[src/rtl/mem_alu_pipe.sv]
// rtl/mem_alu_pipe.sv - two-read register file with pipelined ALU, write-back and bypass
module mem_alu_pipe #(
  parameter int WIDTH  = 8,
  parameter int ADDR_W = 4
) (
  input  logic              clk,
  input  logic              rst_n,
  input  logic              in_valid,
  input  logic [2:0]        op,
  input  logic [ADDR_W-1:0] addr1,
  input  logic [ADDR_W-1:0] addr2,
  input  logic              wb_en,
  input  logic [ADDR_W-1:0] wb_addr,
  input  logic              init_we,
  input  logic [ADDR_W-1:0] init_addr,
  input  logic [WIDTH-1:0]  init_data,
  output logic              out_valid,
  output logic [WIDTH-1:0]  result,
  output logic              flag,
  output logic              zero
);
  localparam int DEPTH = 2**ADDR_W;

  logic [WIDTH-1:0]  mem [DEPTH];

  logic              s1_valid;
  logic [2:0]        s1_op;
  logic              s1_wb_en;
  logic [ADDR_W-1:0] s1_wb_addr;
  logic [WIDTH-1:0]  s1_a;
  logic [WIDTH-1:0]  s1_b;

  logic [WIDTH-1:0]  alu_val;
  logic              alu_flag;
  logic              wb_live;
  logic [WIDTH-1:0]  opnd_a;
  logic [WIDTH-1:0]  opnd_b;

  // ALU evaluated on the stage-1 operands; also the bypass source
  always_comb begin
    alu_val  = '0;
    alu_flag = 1'b0;
    case (s1_op)
      3'd0: {alu_flag, alu_val} = {1'b0, s1_a} + {1'b0, s1_b};
      3'd1: begin
        alu_val  = s1_a - s1_b;
        alu_flag = (s1_a < s1_b);
      end
      3'd2: alu_val = s1_a & s1_b;
      3'd3: alu_val = s1_a | s1_b;
      3'd4: alu_val = s1_a ^ s1_b;
      3'd5: alu_val = (s1_a > s1_b) ? s1_a : s1_b;
      3'd6: alu_val = (s1_a < s1_b) ? s1_a : s1_b;
      default: alu_val = s1_a;
    endcase
  end

  // Operand select: a pending write-back to the same address overrides the stale file entry
  always_comb begin
    wb_live = s1_valid & s1_wb_en;
    opnd_a  = (wb_live && (s1_wb_addr == addr1)) ? alu_val : mem[addr1];
    opnd_b  = (wb_live && (s1_wb_addr == addr2)) ? alu_val : mem[addr2];
  end

  // Stage 1: capture the request and its operands
  always_ff @(posedge clk or negedge rst_n) begin
    if (!rst_n) begin
      s1_valid   <= 1'b0;
      s1_op      <= '0;
      s1_wb_en   <= 1'b0;
      s1_wb_addr <= '0;
      s1_a       <= '0;
      s1_b       <= '0;
    end else begin
      s1_valid <= in_valid;
      if (in_valid) begin
        s1_op      <= op;
        s1_wb_en   <= wb_en;
        s1_wb_addr <= wb_addr;
        s1_a       <= opnd_a;
        s1_b       <= opnd_b;
      end
    end
  end

  // Stage 2: register the ALU result; outputs hold while idle
  always_ff @(posedge clk or negedge rst_n) begin
    if (!rst_n) begin
      out_valid <= 1'b0;
      result    <= '0;
      flag      <= 1'b0;
      zero      <= 1'b0;
    end else begin
      out_valid <= s1_valid;
      if (s1_valid) begin
        result <= alu_val;
        flag   <= alu_flag;
        zero   <= (alu_val == '0);
      end
    end
  end

  // Register file: host write first so a same-edge write-back to the same entry wins
  always_ff @(posedge clk or negedge rst_n) begin
    if (!rst_n) begin
      for (int i = 0; i < DEPTH; i++) begin
        mem[i] <= '0;
      end
    end else begin
      if (init_we) begin
        mem[init_addr] <= init_data;
      end
      if (wb_live) begin
        mem[s1_wb_addr] <= alu_val;
      end
    end
  end
endmodule

[config.mk]
export PLATFORM = sky130hd
export DESIGN_NAME = mem_alu_pipe
export DESIGN_NICKNAME = d
export VERILOG_FILES = /design/src/rtl/mem_alu_pipe.sv
export SDC_FILE = /design/constraint.sdc
export NUM_CORES = 1
export LEC_CHECK = 0
export ABC_AREA = 0
export BUFFER_PORTS_ARGS = -buffer_cell sky130_fd_sc_hd__clkbuf_2
export CAP_MARGIN = 20
export CORE_MARGIN = 1.5
export CORE_UTILIZATION = 50
export CTS_BUF_LIST = sky130_fd_sc_hd__clkbuf_2 sky130_fd_sc_hd__clkbuf_4 sky130_fd_sc_hd__clkbuf_8
export DETAILED_ROUTE_END_ITERATION = 12
export PLACE_DENSITY = 0.76
export SETUP_SLACK_MARGIN = 0.2
export SLEW_MARGIN = 20
export SYNTH_ARGS = -nofsm -noshare
export SYNTH_HDL_FRONTEND = slang
export SYNTH_SLANG_ARGS = --single-unit
[constraint.sdc]
create_clock -name clk -period 8.45 [get_ports clk]
set_input_delay 0.4225 -clock clk [delete_from_list [all_inputs] [get_ports clk]]
set_output_delay 0.4225 -clock clk [all_outputs]
set_load 0.005 [all_outputs]
Word-level counts from Yosys, hierarchy flattened
Cells that the tools add are included.

storage, ports and cells
  output and inout port bits = 11
  bits in registers = 164
  logic and storage cells = 78

cells by class
  equality and inequality tests = 8
  add/subtract/negate cells = 2
  bitwise gates (word level) = 8
  order comparisons = 8
  reduce and logical (&&, ||, !) cells = 6
  muxes and demuxes = 20

operators by type and width
  kind                count
  $bwmux 128          2
  $mux 128            2
  $mux 8              10
  $bmux 8 s4          2
  $demux 8 s4         2
  $pmux 8 s7          1
  $ge 5x5->1 const B  4
  $not 4->5           4
  $lt 5x1->1 const B  2
  $add 8x8->9         1
  $eq 3x3->1 const B  3
  $and 8x8->8         1
  $eq 4x4->1          2
  $gt 8x8->1          1
  $logic_not 8->1     1
  $lt 8x8->1          1
  $or 8x8->8          1
  $sub 8x8->8         1
  $xor 8x8->8         1
  $eq 3x2->1 const B  2
  $logic_and 1x1->1   4
  $eq 3x1->1 const B  1
  $logic_not 3->1     1
  $pmux 1 s2          1
  $and 1x1->1         1

Longest topological paths before layout
  depth in word-level cells = 9
  gate-level depth with buffers = 13
  gate-level depth less buffers = 11

Least setup slack after synthesis
OpenSTA, ideal clock, no wires.

  path type = reg-to-reg
  from = register s1_a[0]
  to = register s1_a[4]
  data required time = 8331 ps
  cell stages (with the launch flop) = 12
  clock period less this slack = 2707 ps
  arrival time = 2588 ps
  slack = 5743 ps
  buffers on the path = 1
  setup time = 119 ps
  path through = dfrtp_1 ha_1 fa_1 a211oi_1 nor3_1 a221o_1 a311o_1 a211oi_1 a32o_2 buf_6 o211ai_1 o21a_1

on the way
  longest elaborated chain between the ends = 4
  elaborated cells on any way between the ends = 8

RTL lines
  what                                             RTL line  source
  from (decl)                                      30        logic [WIDTH-1:0] s1_a;
  from (signal assigned)                           80        s1_a <= opnd_a;
  $lt 8x8->1 / $gt 8x8->1 (equally long branches)  53, 52
  $mux 8 (on tied branches)                        53, 52
  $pmux 8 s7 *                                     43        case (s1_op)
  $mux 8 *                                         61        opnd_a = (wb_live && (s1_wb_addr == addr1)) ? alu_val : mem[addr1];

Every way passes the cells marked *; elsewhere a longest branch is shown, timed or not.
A chain may end at the register's enable or synchronous reset.

Final worst setup path
  from = register s1_a[5]
  to = register zero

on the way
  longest elaborated chain between the ends = 4
  elaborated cells on any way between the ends = 11

RTL lines
  what                                             RTL line  source
  $lt 8x8->1 / $gt 8x8->1 (equally long branches)  53, 52
  $mux 8 (on tied branches)                        53, 52
  $pmux 8 s7 *                                     43
  $logic_not 8->1 *                                98        zero <= (alu_val == '0);
  to (signal assigned)                             98
  to (decl)                                        20        output logic zero

Marks and branches as above.

==> implementation parameters <==
Parameter                              Value

Clock tree
  Number of setup buffers added after CTS ... 0
  Number of instances resized during post-cts repair ... 0
  Clock buffer count from CTS ... 17
  Buffers from clock root to sink, at most ... 2
  Clock latency at the later pin of the worst-skew pair ... approximately 480 ps
  Clock net sink count ... ~160
  Clock-pin slew on the worst setup and hold paths ... around 90 ps
  H-tree depth reported by CTS ... 4
  Root Buffer Master ... sky130_fd_sc_hd__clkbuf_8
  TritonCTS clock tree ... yes

Routing
  Wirelength, routed ... between 30000 and 40000 µm
  Vias after detailed routing ... 9001
  Via density ... 6.63
  Wirelength per Cell ... approximately 23 µm
  Count of routing violations after the opening detailed-route iteration ... 832
  Initial DRT Pass Iterations ... 5
  Remaining antenna violation count after routing ... 0
  Detailed-route DRC error count ... 0

Synthesis
  Sequential share of the synthesized area ... 0.362
  Count of flip-flops with a built-in enable after synthesis ... 0
  Leading register cell type out of synthesis ... sky130_fd_sc_hd__dfrtp_1
  Area fraction of the dominant cell type after synthesis ... 0.362
  Net count after synthesis ... roughly 1100
  Leading area contributor after synthesis ... sky130_fd_sc_hd__dfrtp_1
  Synthesized instance count ... around 1100
  Total standard cell area after synthesis ... roughly 0.011 mm²
  FF+latch count, synth ... between 150 and 200
  Share of flip-flops with an asynchronous set or reset ... 1.00
  Distinct cells, synth ... between 70 and 80
  Avg Inst Size Synth ... around 10 µm²
  Leading cell types by total area after synthesis ... sky130_fd_sc_hd__dfrtp_1 (36%), sky130_fd_sc_hd__mux4_2 (16%), sky130_fd_sc_hd__mux2_2 (5.8%), sky130_fd_sc_hd__a211oi_1 (4.4%), sky130_fd_sc_hd__a21oi_1 (3.8%)
  Number of synthesis warnings ... 0

Power
  Largest vdd supply drop ... around 0.00013 V
  Power density of the placed cells ... approximately 310 mW/mm²
  Leak ... 4.91 nW

Die
  Core Rows ... 54
  Total Die Area ... 0.0236 mm²
  DIE HEIGHT ... about 150 µm
  Boundary pin count ... between 40 and 50
  Initial cell density of the core ... 0.515
  Std-Cell Core Area ... around 0.022 mm²
  Chip Width ... between 150 and 200 µm

Critical path
  Slowest-stage cell, CP ... sky130_fd_sc_hd__a2bb2oi_2
  Critical Path Fanout Max ... 20
  Slack of the worst reg-to-reg path ... around 5000 ps
  Classification of the worst setup path ... flop to flop
  Data required time of the worst path ... slightly below 9000 ps
  CP Cell Sequence ... inv_1 -> ha_1 -> nor3b_2 -> o31ai_4 -> o211ai_2 -> nor2_1 -> a221oi_1 -> a2bb2oi_2 -> and4b_1 -> a32o_1
  Worst stage delay on the critical path ... roughly 830 ps
  CP Launch Point ... s1_a[5]
  Arr. time, crit path ... about 4000 ps
  Sort of element at the start of the critical path ... flop
  Origin of the critical flop-to-flop path ... s1_a[5]
  Kind of capture point of the worst setup path ... flop

GRT
  Largest net degree at the start of global routing ... between 60 and 70
  Number of antenna violations at the first check in global routing ... 0
  Tot GR Track Use ... 0.278
  First-pass GRT wire length ... 50900 µm
  Aggregate global routing overflow ... 0
  Vias in the first global route ... 9011

Run status
  Outcome ... finished, final reports clean

Finish
  Filler cell count ... between 1500 and 2000
  Fraction of layout instances using a drive strength above 1 ... 0.253
  Number of diodes ... 0
  Final nets ... between 1000 and 1500
  Layout Area Growth over Synthesis ... 6.47%
  Count of non-filler cells in the finished layout ... approximately 1400
  Post-layout instance area ... 0.0121 mm²
  Util after Layout ... 0.548

STA
  Worst setup margin ... between 4000 and 5000 ps
  Slew at the pin closest to its max-slew limit ... around 1100 ps
  Minimum clock period ... around 3500 ps
  Number of pins exceeding their max-slew limit in the final report ... 0
  Slew HR ... 0.238
  Final setup viols ... 0
  Unrepaired setup endpoints after global routing ... false
  Total Neg Setup Slack ... 0 ps
  Highest achievable clock rate ... 0.282 GHz
  Share of the clock period used by the worst path ... 0.420
  Hold Violations, Final ... 0
  Setup clock skew after layout ... ~16 ps

Placement
  Placed wire-length estimate after detailed placement ... approximately 22000 µm
  Placed Area ... 0.0116 mm²
  Final RePlAce weighted congestion ... around 0.92
  Count of buffers from port buffering ... 42
  Total instance count after detailed placement ... ~1300
  Pre-CTS setup slack ... 4720 ps

Run
  Maximum Capacitance Violations ... 0

Worst hold path
  Startpoint of the tightest hold check path ... op[0]
  Hold Crit Class ... input port to flop
critical path: cells and delay by family, from the launching register on:
kind / cells / cell delay (ps)
AO/OA/AOI/OAI: 5 / 1760
buffers and inverters: 1 / 100
flip-flops: 1 / 440
adder cells (fa/ha/maj): 1 / 420
AND/OR/NAND/NOR: 3 / 750
synthesized netlist by cell type, types with 4 or more instances:
master / number
sky130_fd_sc_hd__nor3_1: 9
sky130_fd_sc_hd__mux2i_1: 22
sky130_fd_sc_hd__a21oi_2: 10
sky130_fd_sc_hd__nor2b_1: 67
sky130_fd_sc_hd__or3_1: 5
sky130_fd_sc_hd__o31ai_1: 4
sky130_fd_sc_hd__nand2_1: 85
sky130_fd_sc_hd__a221oi_1: 6
sky130_fd_sc_hd__xnor2_1: 7
sky130_fd_sc_hd__nand2b_1: 11
sky130_fd_sc_hd__buf_2: 22
sky130_fd_sc_hd__buf_6: 5
sky130_fd_sc_hd__clkbuf_1: 67
sky130_fd_sc_hd__o211ai_2: 5
sky130_fd_sc_hd__nand3_1: 10
sky130_fd_sc_hd__xor2_1: 4
sky130_fd_sc_hd__nand3b_1: 6
sky130_fd_sc_hd__mux4_2: 80
sky130_fd_sc_hd__buf_4: 4
sky130_fd_sc_hd__a22oi_1: 5
sky130_fd_sc_hd__mux2_2: 58
sky130_fd_sc_hd__and3_1: 4
sky130_fd_sc_hd__buf_1: 5
sky130_fd_sc_hd__a21oi_1: 86
sky130_fd_sc_hd__inv_1: 25
sky130_fd_sc_hd__a211oi_1: 67
sky130_fd_sc_hd__nor4_1: 4
sky130_fd_sc_hd__o211ai_1: 14
sky130_fd_sc_hd__o21ai_0: 63
sky130_fd_sc_hd__nor2_1: 54
sky130_fd_sc_hd__dfrtp_1: 164
sky130_fd_sc_hd__o21a_1: 15
sky130_fd_sc_hd__ha_1: 26
cells by family (layout without fill, tap and decap cells):
kind of cell               after synthesis  after routing  share of synthesized area
AOI/OAI and AO/OA                      316            316                      0.188
and+or+nand+nor                        276            276                      0.123
muxes                                  160            160                      0.236
xor gates and xnor gates                11             11                    0.00849
buffers and inverters                  130            122                     0.0511
adders and majority gates               28             28                     0.0322
DFF                                    164            164                      0.362
where the power goes:
group          leakage, nW  switching, W  internal, W
Sequential            1.94      0.000260      0.00108
Clock                0.206      0.000305     0.000302
Combinational         2.76      0.000954     0.000858
Total                 4.91       0.00152      0.00224
per-stage QoR:
stage | total power (W) | hold WS [ps]
6_report | 0.00376 | 166
5_1_grt | 0.00401 | 165
4_1_cts | 0.00372 | 150
3_5_place_dp | 0.00312 | 472
3_3_place_gp | 0.00304 | 465
2_1_floorplan | 0.00266 | 127
sequential cells by signal, summed over array words and instances (netlist names):
signal	cells
s1_op	3
result	8
flag	1
s1_a	8
s1_wb_en	1
mem	128
s1_b	8
zero	1
s1_wb_addr	4
s1_valid	1
out_valid	1
cells in the final DEF (no fill, tap or decap), types with 4 or more instances in the layout:
cell,instances
sky130_fd_sc_hd__nor3_1,9
sky130_fd_sc_hd__a211oi_1,67
sky130_fd_sc_hd__o211ai_2,5
sky130_fd_sc_hd__inv_1,25
sky130_fd_sc_hd__clkbuf_8,18
sky130_fd_sc_hd__dfrtp_1,164
sky130_fd_sc_hd__nor2_1,50
sky130_fd_sc_hd__o211ai_1,14
sky130_fd_sc_hd__a22oi_1,5
sky130_fd_sc_hd__a21oi_2,10
sky130_fd_sc_hd__o21a_1,15
sky130_fd_sc_hd__o21ai_0,63
sky130_fd_sc_hd__mux2_2,58
sky130_fd_sc_hd__a21oi_1,86
sky130_fd_sc_hd__nand2b_1,11
sky130_fd_sc_hd__xnor2_1,7
sky130_fd_sc_hd__mux2i_1,22
sky130_fd_sc_hd__nand2_1,85
sky130_fd_sc_hd__ha_1,26
sky130_fd_sc_hd__nor2b_1,67
sky130_fd_sc_hd__clkbuf_2,41
sky130_fd_sc_hd__and3_1,4
sky130_fd_sc_hd__buf_4,21
sky130_fd_sc_hd__nand3b_1,6
sky130_fd_sc_hd__or3_1,5
sky130_fd_sc_hd__a221oi_1,6
sky130_fd_sc_hd__nor2_2,6
sky130_fd_sc_hd__nand3_1,10
sky130_fd_sc_hd__xor2_1,4
sky130_fd_sc_hd__mux4_2,80
path summary, 6_finish.rpt:
check                      depth (start not counted)         to
min                                                3   s1_op[0]
max                                               10       zero
min in group asynchronous                          2    mem[51]
min reg2reg                                        2  result[3]
max in group asynchronous                          3   s1_op[2]
max reg2reg                                       10       zero
layout make-up:
class / count / area, µm² / area share
well taps: 280 / 350 / 0.0290
inverters: 26 / 97.6 / 0.00808
repair buffers: 65 / 395 / 0.0327
clock buffers: 19 / 255 / 0.0211
flip-flops and latches: 164 / 4100 / 0.340
clock inverters: 12 / 155 / 0.0128
multi-input cells: 791 / 6720 / 0.556
metal layers:
metal,vias to the layer above,share of wire,GRT usage
met2,408,0.48,0.453
met5,-,0,0
met3,87,0.074,0.0567
met4,0,0.035,0.110
li1,4009,-,-
met1,4497,0.41,0.367
what timing repair did:
action                                  4_1_cts  5_1_grt
hold buffers                                  1        0
endpoints found under the setup margin        0        0
endpoints found under the hold margin        65        0
Note: power is estimated with default switching activity, not from simulation.
